**config.mk**
```make
export PLATFORM = sky130hd
export DESIGN_NAME = ipif_multi_table_regs
export DESIGN_NICKNAME = d
export VERILOG_FILES = /design/src/rtl/ipif_multi_table_regs.sv
export SDC_FILE = /design/constraint.sdc
export NUM_CORES = 1
export LEC_CHECK = 0
export ABC_AREA = 1
export CORE_AREA = 2 2 194 196
export DETAILED_ROUTE_END_ITERATION = 8
export DIE_AREA = 0 0 196 198
export GPL_TIMING_DRIVEN = 1
export PLACE_DENSITY = 0.78
export SLEW_MARGIN = 5
export SYNTH_ARGS = -nofsm -noshare
export SYNTH_HDL_FRONTEND = slang
export SYNTH_SLANG_ARGS = --single-unit
```
**constraint.sdc**
```tcl
create_clock -name Bus2IP_Clk -period 4.7 [get_ports Bus2IP_Clk]
set_input_delay 0.94 -clock Bus2IP_Clk [delete_from_list [all_inputs] [get_ports Bus2IP_Clk]]
set_output_delay 0.94 -clock Bus2IP_Clk [all_outputs]
set_load 0.03 [all_outputs]
```
**src/rtl/ipif_multi_table_regs.sv**
```systemverilog
`default_nettype none
// ============================================================================
// Module   : ipif_multi_table_regs
// Purpose  : IPIF slave register front end that gives host software indirect
//            access to TBL_NUM_TABLES external tables with a common row
//            geometry. The host stages a row in the column cells, selects a
//            table, and starts a read or write by writing a row address. The
//            block drives the per-table req/ack handshake, latches read rows
//            into a stable read buffer, and bounds every table access with a
//            timeout.
// Option   : IPIF_TBL_AUTO_INC_EN - when defined, each successful table
//            operation advances the matching row address, wrapping to 0 after
//            TBL_NUM_ROWS-1. A timed-out operation does not advance it.
// Ports    : Bus2IP_*     IPIF slave request (clock, async active-low reset,
//                         address, chip select, direction, data, BEs)
//            IP2Bus_*     read data, one-cycle RdAck/WrAck, Error (with ack)
//            tbl_rd_*     per-table read req/ack, shared row, table rows in
//            tbl_wr_*     per-table write req/ack, shared row, staged row out
// Revision : 1.0 - initial release
// ============================================================================
module ipif_multi_table_regs #(
    parameter int C_S_AXI_DATA_WIDTH = 32,
    parameter int C_S_AXI_ADDR_WIDTH = 32,
    parameter int TBL_NUM_COLS       = 4,
    parameter int TBL_NUM_ROWS       = 16,
    parameter int TBL_NUM_TABLES     = 2,
    parameter int TIMEOUT_CYCLES     = 1024,
    localparam int c_rw = (TBL_NUM_ROWS > 1) ? $clog2(TBL_NUM_ROWS) : 1
) (
    input  logic                                                   Bus2IP_Clk,
    input  logic                                                   Bus2IP_Resetn,
    input  logic [C_S_AXI_ADDR_WIDTH-1:0]                          Bus2IP_Addr,
    input  logic                                                   Bus2IP_CS,
    input  logic                                                   Bus2IP_RNW,
    input  logic [C_S_AXI_DATA_WIDTH-1:0]                          Bus2IP_Data,
    input  logic [C_S_AXI_DATA_WIDTH/8-1:0]                        Bus2IP_BE,
    output logic [C_S_AXI_DATA_WIDTH-1:0]                          IP2Bus_Data,
    output logic                                                   IP2Bus_RdAck,
    output logic                                                   IP2Bus_WrAck,
    output logic                                                   IP2Bus_Error,
    output logic [TBL_NUM_TABLES-1:0]                              tbl_rd_req,
    input  logic [TBL_NUM_TABLES-1:0]                              tbl_rd_ack,
    output logic [c_rw-1:0]                                        tbl_rd_addr,
    input  logic [TBL_NUM_TABLES*TBL_NUM_COLS*C_S_AXI_DATA_WIDTH-1:0] tbl_rd_data,
    output logic [TBL_NUM_TABLES-1:0]                              tbl_wr_req,
    input  logic [TBL_NUM_TABLES-1:0]                              tbl_wr_ack,
    output logic [c_rw-1:0]                                        tbl_wr_addr,
    output logic [TBL_NUM_COLS*C_S_AXI_DATA_WIDTH-1:0]             tbl_wr_data
);

    localparam int c_dw = C_S_AXI_DATA_WIDTH;
    localparam int c_nc = TBL_NUM_COLS;
    localparam int c_nt = TBL_NUM_TABLES;
    localparam int c_tw = (c_nt > 1) ? $clog2(c_nt) : 1;
    localparam int c_cw = $clog2(TIMEOUT_CYCLES);
    localparam int c_bw = c_dw / 8;
    localparam int c_ww = C_S_AXI_ADDR_WIDTH - 2;

    // Word indices of the control registers that follow the cells.
    localparam logic [c_ww-1:0] c_w_wr_addr = c_ww'(c_nc);
    localparam logic [c_ww-1:0] c_w_rd_addr = c_ww'(c_nc + 1);
    localparam logic [c_ww-1:0] c_w_tbl_sel = c_ww'(c_nc + 2);
    localparam logic [c_ww-1:0] c_w_status  = c_ww'(c_nc + 3);
    localparam logic [c_cw-1:0] c_cnt_last  = c_cw'(TIMEOUT_CYCLES - 1);

    typedef enum logic [1:0] {
        S_IDLE    = 2'd0,
        S_PROCESS = 2'd1,
        S_DONE    = 2'd2
    } state_t;

    state_t            r_state;
    state_t            w_state_nxt;

    logic [c_dw-1:0]   r_wr_cell [c_nc];
    logic [c_dw-1:0]   r_rd_buf  [c_nc];
    logic [c_rw-1:0]   r_wr_addr;
    logic [c_rw-1:0]   r_rd_addr;
    logic [c_tw-1:0]   r_tbl_sel;
    logic [1:0]        r_status;
    logic [c_nt-1:0]   r_rd_req;
    logic [c_nt-1:0]   r_wr_req;
    logic              r_op_rd;
    logic [c_cw-1:0]   r_cnt;
    logic [c_dw-1:0]   r_rd_data;
    logic              r_rdack;
    logic              r_wrack;
    logic              r_error;

    logic [c_ww-1:0]   w_word;
    logic              w_is_cell;
    logic              w_is_op;
    logic              w_sel_ack;
    logic              w_rd_strobe;
    logic              w_reg_wr;
    logic              w_start;
    logic              w_op_ok;
    logic              w_op_to;
    logic [c_dw-1:0]   w_rd_data;
    logic              w_rd_err;
    logic              w_wr_err;
    logic [c_nt-1:0]   w_sel_onehot;
    logic [1:0]        w_unused_addr_lsbs;

    assign w_word             = Bus2IP_Addr[C_S_AXI_ADDR_WIDTH-1:2];
    assign w_unused_addr_lsbs = Bus2IP_Addr[1:0];
    assign w_is_cell          = (w_word < c_ww'(c_nc));
    assign w_is_op            = (w_word == c_w_wr_addr) || (w_word == c_w_rd_addr);
    assign w_sel_onehot       = c_nt'(1) << r_tbl_sel;

    // Only the selected table's ack in the active direction is observed.
    assign w_sel_ack = r_op_rd ? tbl_rd_ack[r_tbl_sel] : tbl_wr_ack[r_tbl_sel];

    assign IP2Bus_Data  = r_rd_data;
    assign IP2Bus_RdAck = r_rdack;
    assign IP2Bus_WrAck = r_wrack;
    assign IP2Bus_Error = r_error;
    assign tbl_rd_req   = r_rd_req;
    assign tbl_wr_req   = r_wr_req;
    assign tbl_rd_addr  = r_rd_addr;
    assign tbl_wr_addr  = r_wr_addr;

    for (genvar g = 0; g < c_nc; g++) begin : g_wr_data
        assign tbl_wr_data[g*c_dw +: c_dw] = r_wr_cell[g];
    end

`ifdef IPIF_TBL_AUTO_INC_EN
    // Row count need not be a power of two, so wrap explicitly.
    function automatic logic [c_rw-1:0] f_next_row(input logic [c_rw-1:0] row);
        return (row == c_rw'(TBL_NUM_ROWS - 1)) ? '0 : row + 1'b1;
    endfunction
`endif

    // ------------------------------------------------------------------
    // Read mux and write error decode
    // ------------------------------------------------------------------
    always_comb begin
        w_rd_data = '0;
        w_rd_err  = 1'b0;
        if (w_is_cell) begin
            for (int c = 0; c < c_nc; c++) begin
                if (w_word == c_ww'(c)) begin
                    w_rd_data = r_rd_buf[c];
                end
            end
        end else if (w_word == c_w_wr_addr) begin
            w_rd_data[c_rw-1:0] = r_wr_addr;
        end else if (w_word == c_w_rd_addr) begin
            w_rd_data[c_rw-1:0] = r_rd_addr;
        end else if (w_word == c_w_tbl_sel) begin
            w_rd_data[c_tw-1:0] = r_tbl_sel;
        end else if (w_word == c_w_status) begin
            w_rd_data[1:0] = r_status;
        end else begin
            w_rd_err = 1'b1;
        end
    end

    assign w_wr_err = ((w_word == c_w_tbl_sel) && (Bus2IP_Data >= c_dw'(c_nt)))
                    || (!w_is_cell && (w_word > c_w_status));

    // ------------------------------------------------------------------
    // FSM
    // ------------------------------------------------------------------
    always_ff @(posedge Bus2IP_Clk or negedge Bus2IP_Resetn) begin
        if (!Bus2IP_Resetn) begin
            r_state <= S_IDLE;
        end else begin
            r_state <= w_state_nxt;
        end
    end

    always_comb begin
        w_state_nxt = r_state;
        w_rd_strobe = 1'b0;
        w_reg_wr    = 1'b0;
        w_start     = 1'b0;
        w_op_ok     = 1'b0;
        w_op_to     = 1'b0;
        case (r_state)
            S_IDLE: begin
                if (Bus2IP_CS) begin
                    if (Bus2IP_RNW) begin
                        w_rd_strobe = 1'b1;
                        w_state_nxt = S_DONE;
                    end else if (w_is_op) begin
                        w_start     = 1'b1;
                        w_state_nxt = S_PROCESS;
                    end else begin
                        w_reg_wr    = 1'b1;
                        w_state_nxt = S_DONE;
                    end
                end
            end
            S_PROCESS: begin
                // Ack takes priority over a timeout on the same cycle.
                if (w_sel_ack) begin
                    w_op_ok     = 1'b1;
                    w_state_nxt = S_DONE;
                end else if (r_cnt == c_cnt_last) begin
                    w_op_to     = 1'b1;
                    w_state_nxt = S_DONE;
                end
            end
            S_DONE: begin
                if (!Bus2IP_CS) begin
                    w_state_nxt = S_IDLE;
                end
            end
            default: w_state_nxt = S_IDLE;
        endcase
    end

    // ------------------------------------------------------------------
    // Datapath
    // ------------------------------------------------------------------
    always_ff @(posedge Bus2IP_Clk or negedge Bus2IP_Resetn) begin
        if (!Bus2IP_Resetn) begin
            for (int c = 0; c < c_nc; c++) begin
                r_wr_cell[c] <= '0;
                r_rd_buf[c]  <= '0;
            end
            r_wr_addr <= '0;
            r_rd_addr <= '0;
            r_tbl_sel <= '0;
            r_status  <= '0;
            r_rd_req  <= '0;
            r_wr_req  <= '0;
            r_op_rd   <= 1'b0;
            r_cnt     <= '0;
            r_rd_data <= '0;
            r_rdack   <= 1'b0;
            r_wrack   <= 1'b0;
            r_error   <= 1'b0;
        end else begin
            r_rdack   <= 1'b0;
            r_wrack   <= 1'b0;
            r_error   <= 1'b0;
            r_rd_data <= '0;

            if (r_state == S_PROCESS) begin
                r_cnt <= r_cnt + 1'b1;
            end

            if (w_rd_strobe) begin
                r_rdack   <= 1'b1;
                r_error   <= w_rd_err;
                r_rd_data <= w_rd_data;
            end

            if (w_reg_wr) begin
                r_wrack <= 1'b1;
                r_error <= w_wr_err;
                for (int c = 0; c < c_nc; c++) begin
                    if (w_word == c_ww'(c)) begin
                        for (int b = 0; b < c_bw; b++) begin
                            if (Bus2IP_BE[b]) begin
                                r_wr_cell[c][8*b +: 8] <= Bus2IP_Data[8*b +: 8];
                            end
                        end
                    end
                end
                if ((w_word == c_w_tbl_sel) && !w_wr_err) begin
                    r_tbl_sel <= Bus2IP_Data[c_tw-1:0];
                end
                if ((w_word == c_w_status) && Bus2IP_Data[0]) begin
                    r_status[0] <= 1'b0;
                end
            end

            if (w_start) begin
                r_cnt <= '0;
                if (w_word == c_w_rd_addr) begin
                    r_op_rd   <= 1'b1;
                    r_rd_addr <= Bus2IP_Data[c_rw-1:0];
                    r_rd_req  <= w_sel_onehot;
                end else begin
                    r_op_rd   <= 1'b0;
                    r_wr_addr <= Bus2IP_Data[c_rw-1:0];
                    r_wr_req  <= w_sel_onehot;
                end
            end

            if (w_op_ok) begin
                r_rd_req    <= '0;
                r_wr_req    <= '0;
                r_wrack     <= 1'b1;
                r_status[1] <= 1'b0;
                if (r_op_rd) begin
                    for (int c = 0; c < c_nc; c++) begin
                        r_rd_buf[c] <= tbl_rd_data[(int'(r_tbl_sel) * c_nc + c) * c_dw +: c_dw];
                    end
                end
`ifdef IPIF_TBL_AUTO_INC_EN
                if (r_op_rd) begin
                    r_rd_addr <= f_next_row(r_rd_addr);
                end else begin
                    r_wr_addr <= f_next_row(r_wr_addr);
                end
`endif
            end

            if (w_op_to) begin
                r_rd_req <= '0;
                r_wr_req <= '0;
                r_wrack  <= 1'b1;
                r_error  <= 1'b1;
                r_status <= 2'b11;
            end
        end
    end

endmodule
`default_nettype wire
```
### Word-level counts from Yosys, hierarchy flattened

Index checks and enable logic that the tools add are counted.
W data, S select, Z words.

* equal/unequal tests: 14
* bitwise gates (word level): 1
* add/subtract/negate cells: 4
* reduce and logical (&&, ||, !) cells: 40
* muxes and demuxes: 68
* magnitude comparators: 4
* shift operators: 5

Operators by type and width (number)
* $shiftx A256 B10 Y32: 3
* $shiftx A256 B9 Y32: 1
* $mux W32: 5
* $eq A30 B3 Y1 const B: 4
* $eq A30 B2 Y1 const B: 2
* $reduce_and A3 Y1: 17
* $mux W1: 39
* $mux W2: 18
* $ge A32 B2 Y1 const B: 1
* $eq A30 B1 Y1 const B: 1
* $gt A30 B3 Y1 const B: 1
* $logic_not A30 Y1: 1
* $lt A30 B3 Y1 const B: 1
* $mux W28: 1
* $mux W10: 2
* $reduce_and A2 Y1: 7
* $add A10 B1 Y10 const B: 1
* $eq A10 B10 Y1 const B: 1
* $add A3 B2 Y4 const B: 2
* $mux W4: 2
* $reduce_bool A2 Y1: 4
* $ne A3 B3 Y1 const B: 2
* $pmux W2 S3: 1
* $reduce_bool A3 Y1: 2
* other kinds (11): 17

* register bits after elaboration: 319
* input port bits: 332

### Depth between registers and ports, before layout

Gate-level depths: netlist of the first run.

* depth in word-level cells: 9
* gate-level depth with buffers: 13

### Worst setup path before layout of the first run

OpenSTA, ideal clock, no wires.

* path type: input to register
* start: in Bus2IP_Addr[31]
* end: reg r_wr_cell, in the netlist tbl_wr_data[102]
* stages on the path: 11
* setup time: 0.118 ns
* slack: 2.304 ns
* data required time: 4.582 ns
* data arrival time: 2.279 ns
* path through: or2_1 nor2_2 nand2_2 nor2_8 o21ai_2 nand2_4 nor2_1 buf_6 buf_2 nand3_1 nand2_1

* cells in the longest elaborated chain, start to end: 7
* elaborated cells between the ends (all ways): 9
* those cells by class: eq/ne: 3; mux: 4; reduce/logical: 2

RTL lines
* from (decl): line 32 `input logic [C_S_AXI_ADDR_WIDTH-1:0] Bus2IP_Addr,`
* $eq A30 B3 Y1: line 108 `assign w_is_op = (w_word == c_w_wr_addr) || (w_word == c_w_rd_addr);`
* $logic_or A1 B1 Y1: line 108
* $mux W1: line 186 `end else if (w_is_op) begin`
* $mux W1: line 183 `if (Bus2IP_RNW) begin`
* $mux W1: line 182 `if (Bus2IP_CS) begin`
* $mux W1: line 180 `case (r_state)`
* $reduce_and A3 Y1 (no source line) (*)
* to (signal, indexed assignment): line 258 `r_wr_cell[c][8*b +: 8] <= Bus2IP_Data[8*b +: 8];`
* to (decl): line 75 `logic [c_dw-1:0] r_wr_cell [c_nc];`

Every way passes the cells marked *; elsewhere a longest branch is shown, timed or not.
A chain may end at the register's enable or synchronous reset.

### Worst setup path in the final report of the first run

* start: in Bus2IP_Addr[9]
* end: reg r_wr_cell, in the netlist tbl_wr_data[75]

The elaborated chain is that of the path after synthesis.

==> summary.txt, run 1 <==
Worst setup path
  – WS Path Type: input port to flip-flop
  – Reg2reg end: tbl_wr_data[75]
  – CP Launch Type: input port
  – Worst path required time: 5100 ps
  – Crit end category: flip-flop
  – Setup crit start: Bus2IP_Addr[9]
  – Critical path fanouts, max: 36
  – R2R Path Start: r_state[1]
  – R2r setup slk: 1650 ps
  – Crit path to: tbl_wr_data[75]
  – Worst Reg-to-Reg Cells: 8
  – Worst path arrival time: 4100 ps

Job
  – Max-Cap Viols: 0

Floorplanning
  – IO Count: 507
  – Row count: 71
  – Die X: 196 um
  – Core footprint: 36,960 um2
  – Die area: 38,810 um2
  – Initial Util: around two fifths
  – Chip Height: 198 um

Yosys
  – Post-synthesis cell count: 1,835
  – Async set-reset flop share out of synthesis: 100.0%
  – Seq cells post-synth: 319
  – Post-Syn Nets: approximately 2,200
  – Ys Warns: 0
  – Sequential-to-total area share from yosys stat: 52.35%
  – Post-synth top flop: dfrtp_1
  – Avg Cell Area, Syn: 8.310 um2
  – Post-synth EDFFs: 0
  – Unique cell type count in the Yosys netlist: 35
  – Synth Cell Area: 15,250 um2

Drt
  – Final ANT Viol Nets: 0
  – WL/cell: 18.99 um
  – DRC: 0
  – Vias: 14,460
  – DR iter-0 viols: 964
  – DR vias/cell: 5.153
  – Wirelength, routed: 53,300 um
  – Pre-Repair DR Iteration Count: 6

Clocking
  – CTS tree: yes
  – Max clock buf depth: 3
  – CTS sink cnt: 319
  – Total CTS buffers: 36
  – Hold buffers post-CTS: 0
  – PostCTS Resize Cnt: 0
  – Clock transition at path regs: 60 ps
  – Number of H-tree levels: 2
  – Clk root buf: clkbuf_16
  – Clock latency on the worst-skew pair: 520 ps
  – Setup bufs post-CTS: 0

Global route
  – Vias in the first global route: 14,230
  – Largest net degree at the start of global routing: 129
  – GRT overflow: 0
  – First-pass GRT wire length: 80,470 um
  – Overall Global Routing Usage: 27.13%
  – Initial antenna violation count: 4

STA
  – Period minus WS final: 3697 ps
  – Max Slew Vio Count: 0
  – Crit share post-route: 78.65%
  – Worst Skew: 8.981 ps
  – Max Fclk: 270.5 MHz
  – Final Hold Vio Count: 0
  – Fin Setup TNS: 0 ps
  – Endpoints failing setup: 0
  – RSZ-0062 raised after global routing: no
  – Max-slew headroom: 14.39%
  – Least-Margin Pin Slew: 1283 ps

Outcome
  – Status: complete, no violations

Placement
  – Detail Placement HPWL: 40,850 um
  – Routability cong.: 0.8747
  – Count of buffers from port buffering: slightly above 500
  – Placed cell area: 20,710 um2

Min path
  – HP Class: input port to asynchronous set/reset pin

Finish
  – Design Area, Final: 21,930 um2
  – Ratio of cells with drive above 1 in the final layout: 5.064%
  – Nets: 2,637
  – Area delta synth->final: 43.82%

Power
  – Maximum VDD drop: 0.1574 mV
  – Leakage: 0.009814 uW
  – Power Density: 278.9 nW/um2
-- worst min-delay path by stage --
stage                                  end  slack, ps  depth (start not counted)
after floorplan               r_rd_buf[56]        450                          2
after global placement     tbl_wr_data[80]        450                          2
after detailed placement   tbl_wr_data[74]        460                          2
after CTS                  tbl_wr_data[74]        470                          2
after global routing       tbl_wr_data[72]        490                          2
final                     tbl_wr_data[126]        440                          1
-- report_power, final --
part	leakage [uW]	switching (uW)	internal, uW
Clock	0.000595	1130	1760
Combinational	0.00478	197	278
Sequential	0.00444	2.10	2750
Total	0.00981	1330	4790
-- cell usage after synthesis, types with 6 or more instances --
cell      count  area (um2)
nand2_1     611        2293
dfrtp_1     319        7983
nand3_1     157       785.8
inv_1       128       480.5
mux2i_1     128        1281
o21ai_0     126       630.6
nor2_1      100       375.4
o21ai_1      48       240.2
clkbuf_1     47       176.4
buf_2        40       200.2
a21oi_1      32       160.2
nand4_1      30       187.7
nor3_1       11       55.05
inv_2         7       26.28
nor2_2        7       43.79
or2_0         7       43.79
buf_1         6       22.52
or2_2         6       37.54
-- flip-flops by register name, indices dropped and copies added, names as in the netlist --
name,flops
r_rd_buf,128
tbl_rd_req,2
r_cnt,10
IP2Bus_Error,1
r_state,2
IP2Bus_Data,32
tbl_wr_addr,4
tbl_wr_data,128
r_tbl_sel,1
tbl_wr_req,2
r_status,2
IP2Bus_RdAck,1
tbl_rd_addr,4
IP2Bus_WrAck,1
r_op_rd,1
-- metrics by stage --
stage	hold slack, ps	cells	total power (uW)	setup slack, ps	util (%)
detailed placement	457.8	2740	3281	575.7	56.04
global route	488.5	2806	6321	846.3	59.35
floorplan	445.7	1835	2879	2304	-
global placement	452.4	2740	3274	715.9	56.04
finish	436.1	2806	6118	1003	59.35
CTS	472.0	2804	6175	1110	59.33
-- final cells by class --
class,count,area (um2)
Antenna cell,2,5.005
Clock buffer,49,1031
Clock inverter,15,186.4
Fill cell,3225,15020
Inverter,135,506.7
Multi-Input combinational cell,1284,6344
Sequential cell,319,7986
Tap cell,474,593.1
Timing Repair Buffer,528,5280
-- kinds of logic after synthesis --
logic type | after synthesis | share of synthesized area, %
buffers and inverters | 232 | 6.236
muxes | 128 | 8.402
and+or+nand+nor | 944 | 25.91
xor gates and xnor gates | 1 | 0.05744
AOI/OAI and AO/OA | 210 | 6.966
adders and majority gates | 1 | 0.08203
DFF | 319 | 52.35
-- per-layer routing --
layer	wire (um)	global-route usage, %
met2	27400	49.45
met4	1844	10.35
met1	19900	31.37
met3	4122	5.570
met5	27	0
-- critical path, stage by stage --
cell             delay, ps
clkdlybuf4s50_1        480
nor2_1                  80
nand2_1                210
nor3_1                 140
o21ai_2                270
nand2_4                190
nor2_2                1000
nand2_1                510
nand2_1                210
nand2_1                 60
-- cell usage in the layout, fill, tap and decap left out, types with 9 or more instances in the layout --
master / netlist / layout
a21oi_1: 32 / 32
buf_4: 0 / 20
clkbuf_16: 0 / 37
clkdlybuf4s50_1: 0 / 503
dfrtp_1: 319 / 318
inv_1: 128 / 128
mux2i_1: 128 / 128
nand2_1: 611 / 610
nand3_1: 157 / 156
nand4_1: 30 / 30
nor2_1: 100 / 100
nor3_1: 11 / 9
o21ai_0: 126 / 126
o21ai_1: 48 / 48
Power figures use the tool's default switching activity.
==> inputs of run 2 (changes only) <==
CORE_AREA = 2 2 200 202   (was 2 2 194 196)
DIE_AREA = 0 0 202 204   (was 0 0 196 198)
PLACE_DENSITY = 0.77   (was 0.78)
clock period = 3.3 ns   (was 4.7 ns; I/O delays follow)
==> summary.txt, run 2 (synthesis results as in run 1) <==
Outcome
  – Status: complete, no violations (unchanged)

Finish
  – Util after Layout: 56.76% (was 59.35%)
  – Area delta synth->final: 45.83% (was 43.82%)
  – Commonest non-fill, non-tap cells in the layout: 610 x nand2_1, 503 x clkdlybuf4s50_1, 318 x dfrtp_1, 156 x nand3_1 (unchanged)
  – Ratio of cells with drive above 1 in the final layout: 5.586% (was 5.064%)
  – Filler cells: 3,430 (was 3,225)
  – Footprint of the multi-input gates: 6344 um2 (unchanged)
  – Commonest non-fill, non-tap cell in the layout: nand2_1 (unchanged)
  – Design Area, Final: 22,240 um2 (was 21,930 um2)
  – Nets: 2,657 (was 2,637)
  – FF/Latch Area: 7986 um2 (unchanged)

Clocking
  – PostCTS Resize Cnt: 0 (unchanged)
  – Clock latency on the worst-skew pair: 520 ps (about the same)
  – Clk root buf: clkbuf_16 (unchanged)
  – Max clock buf depth: 3 (unchanged)
  – CTS tree: yes (unchanged)
  – Clock transition at path regs: 60 ps (about the same)
  – CTS sink cnt: 319 (unchanged)
  – Total CTS buffers: 35 (was 36)
  – Hold buffers post-CTS: 0 (unchanged)
  – Number of H-tree levels: 2 (unchanged)
  – Setup bufs post-CTS: 0 (unchanged)

STA
  – Max Fclk: 355.6 MHz
  – Worst Skew: 12.64 ps (was 8.981 ps)
  – Period minus WS final: 2812 ps
  – RSZ-0062 raised after global routing: no (unchanged)
  – Final Hold Vio Count: 0 (unchanged)
  – Fin Setup TNS: 0 ps (unchanged)
  – Least-Margin Pin Slew: 797.3 ps (was 1283 ps)
  – Endpoints failing setup: 0 (unchanged)
  – Max-slew headroom: 46.65% (was 14.39%)
  – Max Slew Vio Count: 0 (unchanged)
  – Crit share post-route: 85.22%
  – Final Worst Setup Slack: 487.6 ps (was 1003 ps)

Worst setup path
  – Crit end category: flip-flop (unchanged)
  – Most Frequent Cell on Critical Path: nand2_1 (unchanged)
  – Crit-path cells: clkdlybuf4s50_1 -> nor2_1 -> buf_4 -> nand2_1 -> nor2_1 -> inv_2 -> nor2_8 -> o21ai_2 -> nand2_4 -> nor2_2 -> nand2_1 -> nand2_1 -> nand2_1 (was clkdlybuf4s50_1 -> nor2_1 -> nand2_1 -> nor3_1 -> o21ai_2 -> nand2_4 -> nor2_2 -> nand2_1 -> nand2_1 -> nand2_1)
  – CP Launch Type: input port (unchanged)
  – CP peak stage delay: 590 ps (was 1000 ps)
  – R2r setup slk: 880 ps (was 1650 ps)
  – WS Path Type: input port to flip-flop (unchanged)
  – Critical path fanouts, max: 22 (was 36)
  – Worst path top cell family by delay: simple AND/OR/NAND/NOR gates (unchanged)
  – Worst path buffer plus inverter count: 3 (was 1)
  – Worst path required time: 3700 ps (was 5100 ps)
  – Worst path arrival time: 3210 ps (was 4100 ps)
  – Slowest CP cell: nor2_2 (unchanged)

Power
  – Total chip power: 8700 uW (was 6118 uW)
  – Leakage: 0.009936 uW (was 0.009814 uW)
  – NetSw: 1840 uW (was 1331 uW)
  – Flop pwr share: 45.0% (about the same)
  – Maximum VDD drop: 0.2698 mV (was 0.1574 mV)
  – Power Density: 391.2 nW/um2 (was 278.9 nW/um2)
  – Power Internal: 6861 uW (was 4787 uW)
  – Sw frac: 21.14% (was 21.75%)
  – Comb pwr share: 7.8% (about the same)
  – Clk pwr share: 47.1% (was 47.2%)

Min path
  – HP Class: input port to asynchronous set/reset pin (unchanged)

Floorplanning
  – Initial Util: 38.92% (was 41.26%)
  – Die X: 202 um (was 196 um)
  – Die area: 41,210 um2 (was 38,810 um2)
  – Row count: 73 (was 71)
  – IO Count: 507 (unchanged)
  – Chip Height: 204 um (was 198 um)
  – Core footprint: 39,180 um2 (was 36,960 um2)

Global route
  – First-pass GRT wire length: 81,450 um (was 80,470 um)
  – GRT overflow: 0 (unchanged)
  – Overall Global Routing Usage: 25.76% (was 27.13%)
  – Initial antenna violation count: 2 (was 4)
  – Vias in the first global route: 14,390 (was 14,230)
  – Largest net degree at the start of global routing: 122 (was 129)

Drt
  – Vias: 14,420 (was 14,460)
  – Final ANT Viol Nets: 0 (unchanged)
  – DR vias/cell: 5.023 (was 5.153)
  – Wirelength, routed: 53,440 um (was 53,300 um)
  – WL/cell: 18.61 um (was 18.99 um)
  – DR iter-0 viols: 850 (was 964)
  – DRC: 0 (unchanged)
  – Pre-Repair DR Iteration Count: 5 (was 6)

Placement
  – DP Worst Slack: -67.17 ps (was 575.7 ps)
  – Count of buffers from port buffering: 504 (unchanged)
  – Placed cell area: 21,040 um2 (was 20,710 um2)
  – Routability cong.: 0.8924 (was 0.8747)
  – Detail Placement HPWL: 41,390 um (was 40,850 um)

Job
  – Max-Cap Viols: 0 (unchanged)
-- run 2: cell count changes in the layout (fill, tap and decap cells not counted), sizes merged --
| cell | before | now |
|---|---|---|
| buf | 25 | 46 |
| bufinv | 4 | 5 |
| clkbuf | 49 | 50 |
| clkinv | 8 | 2 |
| clkinvlp | 3 | 1 |
| diode | 2 | 1 |
-- run 2: final cells by class --
class	count	area share [%]
repair buffers	549	24.96
multi-input cells	1284	28.52
diodes	1	0.01125
clock buffers	50	4.608
inverters	135	2.279
clock inverters	8	0.7539
flip-flops and latches	319	35.91
well taps	525	2.954
-- run 2: per-stage QoR --
step	hold slack, ps	instances
floorplan	364.4	1835
global placement	452.2	2812
detailed placement	457.9	2812
CTS	163.5	2870
global route	183.2	2870
finish	125.5	2871
-- run 2: path summary, 6_finish.rpt --
kind                                    end             start  depth (start not counted)
setup reg to reg            tbl_wr_data[80]        r_state[1]                          8
setup / recovery            tbl_wr_data[80]   Bus2IP_Addr[17]                         13
min in group Bus2IP_Clk    tbl_wr_data[120]  tbl_wr_data[120]                          2
hold / removal              tbl_wr_data[42]     Bus2IP_Resetn                          1
max in group asynchronous   tbl_wr_data[90]     Bus2IP_Resetn                          2
hold reg to reg            tbl_wr_data[120]  tbl_wr_data[120]                          2
-- run 2: routing by layer --
layer  up-vias  global-route usage, %  part of all wire, %  routed length (um)
met2       615                  45.69                   50               26840
li1       6921                      -                    -                   -
met5         -                      0                0.047                  25
met3       112                  4.799                  7.1                3781
met1      6769                  30.39                   38               20310
met4         4                  11.55                  4.7                2489
-- run 2: power groups by stage --
| stage | clock [uW] | sequential, uW | combinational [uW] |
|---|---|---|---|
| detailed placement | 0 | 3990 | 687 |
| global placement | 0 | 3990 | 678 |
| floorplan | 0 | 4000 | 103 |
| global route | 4350 | 3920 | 735 |
| finish | 4100 | 3920 | 680 |
| CTS | 4180 | 3920 | 690 |
